[config.mk]
export PLATFORM = sky130hd
export DESIGN_NAME = mux_param_reg_flat
export DESIGN_NICKNAME = d
export VERILOG_FILES = /design/src/rtl/mux_param_reg_if.sv /design/src/rtl/mux_param_reg.sv /design/src/flat_wrapper.sv
export SDC_FILE = /design/constraint.sdc
export NUM_CORES = 1
export LEC_CHECK = 0
export ABC_AREA = 1
export BUFFER_PORTS_ARGS = -buffer_cell sky130_fd_sc_hd__buf_2
export CORE_ASPECT_RATIO = 2
export CORE_UTILIZATION = 51
export CTS_CLUSTER_DIAMETER = 50
export DETAILED_ROUTE_END_ITERATION = 8
export PLACE_DENSITY = 0.9
export SKIP_LAST_GASP = 1
export SYNTH_ARGS = -nofsm -noshare
export SYNTH_HDL_FRONTEND = slang
export SYNTH_SLANG_ARGS = --single-unit
export TNS_END_PERCENT = 100
[constraint.sdc]
create_clock -name clk -period 4.1 [get_ports clk]
set_input_delay 0.615 -clock clk [delete_from_list [all_inputs] [get_ports clk]]
set_output_delay 0.615 -clock clk [all_outputs]
set_load 0.005 [all_outputs]
[src/rtl/mux_param_reg_if.sv]
// Handshake and data bundle for mux_param_reg: N valid/ready input channels
// and one registered valid/ready output channel.
interface mux_param_reg_if #(
    parameter int unsigned LARGURA    = 4,
    parameter int unsigned N_ENTRADAS = 8,
    parameter int unsigned SEL_W      = $clog2(N_ENTRADAS)
) ();
    logic [N_ENTRADAS*LARGURA-1:0] entradas;
    logic [N_ENTRADAS-1:0]         validos;
    logic [N_ENTRADAS-1:0]         prontos;
    logic                          modo;
    logic [SEL_W-1:0]              selecao;
    logic [LARGURA-1:0]            saida;
    logic [SEL_W-1:0]              canal;
    logic                          saida_valida;
    logic                          saida_pronta;

    modport master (
        output entradas, validos, modo, selecao, saida_pronta,
        input  prontos, saida, canal, saida_valida
    );

    modport slave (
        input  entradas, validos, modo, selecao, saida_pronta,
        output prontos, saida, canal, saida_valida
    );
endinterface

[src/rtl/mux_param_reg.sv]
// N-channel registered selector: fixed selection or round-robin arbitration,
// valid/ready on every input channel and on the single output.
module mux_param_reg #(
    parameter int unsigned LARGURA    = 4,
    parameter int unsigned N_ENTRADAS = 8,
    parameter int unsigned SEL_W      = $clog2(N_ENTRADAS)
) (
    input logic           clk,
    input logic           rst_n,
    mux_param_reg_if.slave bus
);
    typedef logic [SEL_W-1:0] idx_t;

    logic [LARGURA-1:0] dados [N_ENTRADAS];
    logic [LARGURA-1:0] saida_q, saida_d;
    idx_t               canal_q, canal_d;
    idx_t               ptr_q, ptr_d;
    logic               valida_q, valida_d;

    logic               livre;
    logic               tem_grant;
    logic               transfer;
    idx_t               g;
    int unsigned        rr_idx;

    for (genvar i = 0; i < N_ENTRADAS; i++) begin : g_unpack
        assign dados[i] = bus.entradas[i*LARGURA +: LARGURA];
    end

    // Candidate selection; the round-robin scan starts at ptr_q and wraps.
    always_comb begin
        tem_grant = 1'b0;
        g         = '0;
        rr_idx    = 0;
        if (bus.modo) begin
            for (int unsigned k = 0; k < N_ENTRADAS; k++) begin
                rr_idx = (32'(ptr_q) + k) % N_ENTRADAS;
                if (!tem_grant && bus.validos[idx_t'(rr_idx)]) begin
                    tem_grant = 1'b1;
                    g         = idx_t'(rr_idx);
                end
            end
        end else if ({1'b0, bus.selecao} < (SEL_W+1)'(N_ENTRADAS)) begin
            if (bus.validos[bus.selecao]) begin
                tem_grant = 1'b1;
                g         = bus.selecao;
            end
        end
    end

    assign livre       = !valida_q || bus.saida_pronta;
    assign transfer    = rst_n && livre && tem_grant;
    assign bus.prontos = transfer ? (N_ENTRADAS'(1) << g) : '0;

    always_comb begin
        saida_d  = saida_q;
        canal_d  = canal_q;
        ptr_d    = ptr_q;
        valida_d = valida_q;
        if (transfer) begin
            saida_d  = dados[g];
            canal_d  = g;
            valida_d = 1'b1;
            if (bus.modo) begin
                ptr_d = (g == idx_t'(N_ENTRADAS - 1)) ? '0 : g + idx_t'(1);
            end
        end else if (valida_q && bus.saida_pronta) begin
            valida_d = 1'b0;
        end
    end

    always_ff @(posedge clk or negedge rst_n) begin
        if (!rst_n) begin
            saida_q  <= '0;
            canal_q  <= '0;
            ptr_q    <= '0;
            valida_q <= 1'b0;
        end else begin
            saida_q  <= saida_d;
            canal_q  <= canal_d;
            ptr_q    <= ptr_d;
            valida_q <= valida_d;
        end
    end

    assign bus.saida        = saida_q;
    assign bus.canal        = canal_q;
    assign bus.saida_valida = valida_q;
endmodule

[src/flat_wrapper.sv]
// flat-port wrapper written by rule: the top's interface ports become plain ports
module mux_param_reg_flat 
#(
    parameter int unsigned LARGURA    = 4,
    parameter int unsigned N_ENTRADAS = 8,
    parameter int unsigned SEL_W      = $clog2(N_ENTRADAS)
)
  (clk, rst_n, bus_entradas, bus_validos, bus_modo, bus_selecao, bus_saida_pronta, bus_prontos, bus_saida, bus_canal, bus_saida_valida);
  mux_param_reg_if #(.LARGURA(LARGURA), .N_ENTRADAS(N_ENTRADAS), .SEL_W(SEL_W)) bus_i ();
  input logic clk;
  input logic rst_n;
  input wire logic [$bits(bus_i.entradas)-1:0] bus_entradas;
  input wire logic [$bits(bus_i.validos)-1:0] bus_validos;
  input wire logic [$bits(bus_i.modo)-1:0] bus_modo;
  input wire logic [$bits(bus_i.selecao)-1:0] bus_selecao;
  input wire logic [$bits(bus_i.saida_pronta)-1:0] bus_saida_pronta;
  output wire logic [$bits(bus_i.prontos)-1:0] bus_prontos;
  output wire logic [$bits(bus_i.saida)-1:0] bus_saida;
  output wire logic [$bits(bus_i.canal)-1:0] bus_canal;
  output wire logic [$bits(bus_i.saida_valida)-1:0] bus_saida_valida;
  assign bus_i.entradas = bus_entradas;
  assign bus_i.validos = bus_validos;
  assign bus_i.modo = bus_modo;
  assign bus_i.selecao = bus_selecao;
  assign bus_i.saida_pronta = bus_saida_pronta;
  assign bus_prontos = bus_i.prontos;
  assign bus_saida = bus_i.saida;
  assign bus_canal = bus_i.canal;
  assign bus_saida_valida = bus_i.saida_valida;
  mux_param_reg #(.LARGURA(LARGURA), .N_ENTRADAS(N_ENTRADAS), .SEL_W(SEL_W)) u_core (.clk(clk), .rst_n(rst_n), .bus(bus_i));
endmodule
==> results.md <==
- Most frequent CP cell: nand2_1
- Worst stage delay on the critical path: 0.38 ns
- Clock insertion delay at the later pin of the skew report: 0.25 ns
- Hold-fix buffers, CTS: 0
- Drt drc: 2
- Slew Viols, Final: 0
- RSZ-0062 raised after global routing: no
- Mapped cell area: 1770 sq um
- Root Buffer: clkbuf_8
- Status: complete, but fails checks
- Flip-flop and latch area: 275 sq um
- Post-synth EDFFs: 0
- Maxcap violations: 0
- Ys async rst share: 100%
- Initial antenna violation count: 0
- Starting DRC count in detailed routing: 54
- Vias: 2177
- Endpoints failing setup: 0
- Fin crit share: 91.0%
- Die Wd: 43.7 um
- Max frequency: 0.268 GHz
- Reg2reg start: u_core.ptr_q[0]
- Finished Cell Area: 2140 sq um
- Antenna-violating nets left: 0
- Synth Flop Type: dfrtp_1
- PortBufs: 62
- Placer Congestion: 1.04
- Worst min path class: in2async
- Maximum VDD drop: 0.598 mV
- Arrival time worst endpoint: 3.12 ns
- Synthesized instance count: 309
- Endpoints failing hold: 0
- DR WL/cell: 13.4 um
- Io pins: 63
- Leakage: 0.00128 uW
- Area of the multi-input gates: 1250 sq um
- WP data required: 3.48 ns
- ANT cells: 0
- Reg clk slew, reported paths: 0.06 ns
- DR vias/cell: 5.36
- Post-Syn Nets: 359
- H-tree Lvls: 1
- Setup Skew: 0.00947 ns
- Die area: 3730 sq um
- Syn_area_per_cell: 5.73 sq um
- Synth top area share: 25.0%
- Worst-Margin Slew: 0.549 ns
- TritonCTS Buffers: 3
- Layout cells sized above 1: 27.3%
- All-Layer GR Usage: 33.1%
- Fillers: 323
- Final Critical Period: 3.73 ns
- Post-place setup slack: 0.591 ns
- Area after DPL: 2100 sq um
- Top area cells in the synthesized netlist: nand2_1, dfrtp_1, nand3_1
- Setup tns final: 0 ns
- Core Area: 3340 sq um
- Grt total ovfl: 0
- #FFs+latches synth: 11
- Final worst setup slack: 0.370 ns
- Startpoint Class: register
- Initial DRT Pass Iterations: 7
- Max clock buf depth: 2
- First-pass GRT wire length: 9.40 mm
- Starting density of the core: 53.0%
- Most common cell after layout, fill and taps aside: nand2_1
- CP Cell Sequence: inv_2, ha_1, inv_2, nand3_1, nand2_1, o21ai_2, nor2_2, nand4_2, nor2_4, nand3_2, nand2_1, inv_1, nand2_1, nand2_1, nand2_1, ha_1, nand2_1, nor2_1, buf_2
- Post-DP HPWL: 4.61 mm
- CTS tree: done
- Crit Reg-Reg Endpoint: u_core.bus.saida[3]
- Site Rows: 30
- Clk sink count: 11
- R2R depth: 21
- Pwr dens: 944 nW/um^2
- Nets@finish: 425
- Max-Slew Margin vs Limit: 63.4%
- Final WL: 5.45 mm
- Post-CTS Repair Setup Buffers: 0
- Yosys top cell by area: nand2_1
- R2R setup slack: 0.99 ns
- Post-synth cell types: 34
- Worst Setup End Kind: output pin
- CP Launch Point: u_core.ptr_q[0]
- Synthesis Warnings: 0
- Crit path capture: bus_prontos[7]
- Pin count of the biggest net entering global routing: 18
- Crit path max fanout: 10
- Commonest cells after routing, fill and taps aside: nand2_1, buf_2, nand3_1
- Failing checks: DRC
- WS Path Type: reg2out
- CP max-delay cell: dfrtp_1
- Vias in the first global route: 2148
- Die H: 85.3 um
- P&R area growth vs syn: 21.1%
- Sequential share of the synthesized area: 15.5%
==> stage by stage <==
step | util (%) | instances | hold WS, ns | power [uW]
after global placement | 62.8 | 402 | 0.461 | 1860
after floorplan | - | 309 | 0.319 | 1550
final | 64.2 | 406 | 0.233 | 2020
after detailed placement | 62.8 | 402 | 0.461 | 1890
after CTS | 64.2 | 406 | 0.243 | 2000
after global routing | 64.2 | 406 | 0.251 | 2270
==> what timing repair did <==
action	in CTS	in global routing
gates resized for setup	0	1
endpoints found under the setup margin	0	4
endpoints found under the hold margin	0	0
==> Yosys cell counts (2+ instances only) <==
cell type,count
dfrtp_1,11
nand3_2,6
o21ai_0,11
ha_1,3
buf_6,4
nand2_1,118
buf_4,2
nor2_2,4
nand2_2,5
nand4_1,5
nand3_1,52
inv_2,3
inv_1,39
nor2_4,2
buf_2,2
nor2_1,17
nand3b_1,4
o22ai_1,5
==> state kept, by name, summed over array words and instances (netlist names) <==
signal                   count
u_core.bus.canal             3
u_core.bus.saida             4
u_core.bus.saida_valida      1
u_core.ptr_q                 3
==> routing by layer <==
layer	wire length, um	track usage, %	vias up
met2	3090	65.3	91
met5	0	0	-
met4	265	15.1	0
met1	1810	32.2	948
met3	291	2.34	21
li1	-	-	1117
==> how the worst min path moves through the flow <==
stage | to | slack (ns) | depth (start not counted)
2_1_floorplan | u_core.bus.canal[0] | 0.32 | 0
3_3_place_gp | u_core.bus.canal[2] | 0.46 | 2
3_5_place_dp | u_core.bus.canal[2] | 0.46 | 2
4_1_cts | u_core.bus.saida[2] | 0.24 | 1
5_1_grt | u_core.bus.saida[2] | 0.25 | 1
6_report | u_core.bus.saida[2] | 0.23 | 1
==> area by class of cell <==
cell class / instances / share of cell area, %
multi-input cells: 246 / 58.2
repair buffers: 71 / 17.6
flip-flops and latches: 11 / 12.8
inverters: 42 / 7.35
clock buffers: 4 / 2.10
well taps: 32 / 1.87
==> power by group <==
group          internal [uW]  switching, uW  leakage (uW)
Clock                   68.6           46.2     0.0000228
Sequential               156           45.5      0.000138
Combinational            582           1130       0.00111
Total                    806           1220       0.00128
==> kinds of logic after synthesis <==
logic type / Yosys count / share of synthesized area (%)
adders and majority gates: 3 / 2.12
AOI/OAI and AO/OA: 23 / 7.77
and+or+nand+nor: 217 / 57.2
DFF: 11 / 15.5
buffers and inverters: 52 / 13.9
xor gates and xnor gates: 3 / 3.39
==> worst max-delay path, delay by kind of cell, from the launching register on <==
family / cells / cell delay, ns
and+or+nand+nor: 12 / 1.41
adders and majority gates: 2 / 0.56
buffers and inverters: 4 / 0.43
DFF: 1 / 0.38
AOI/OAI and AO/OA: 1 / 0.09
(Power assumes the default switching activity.)
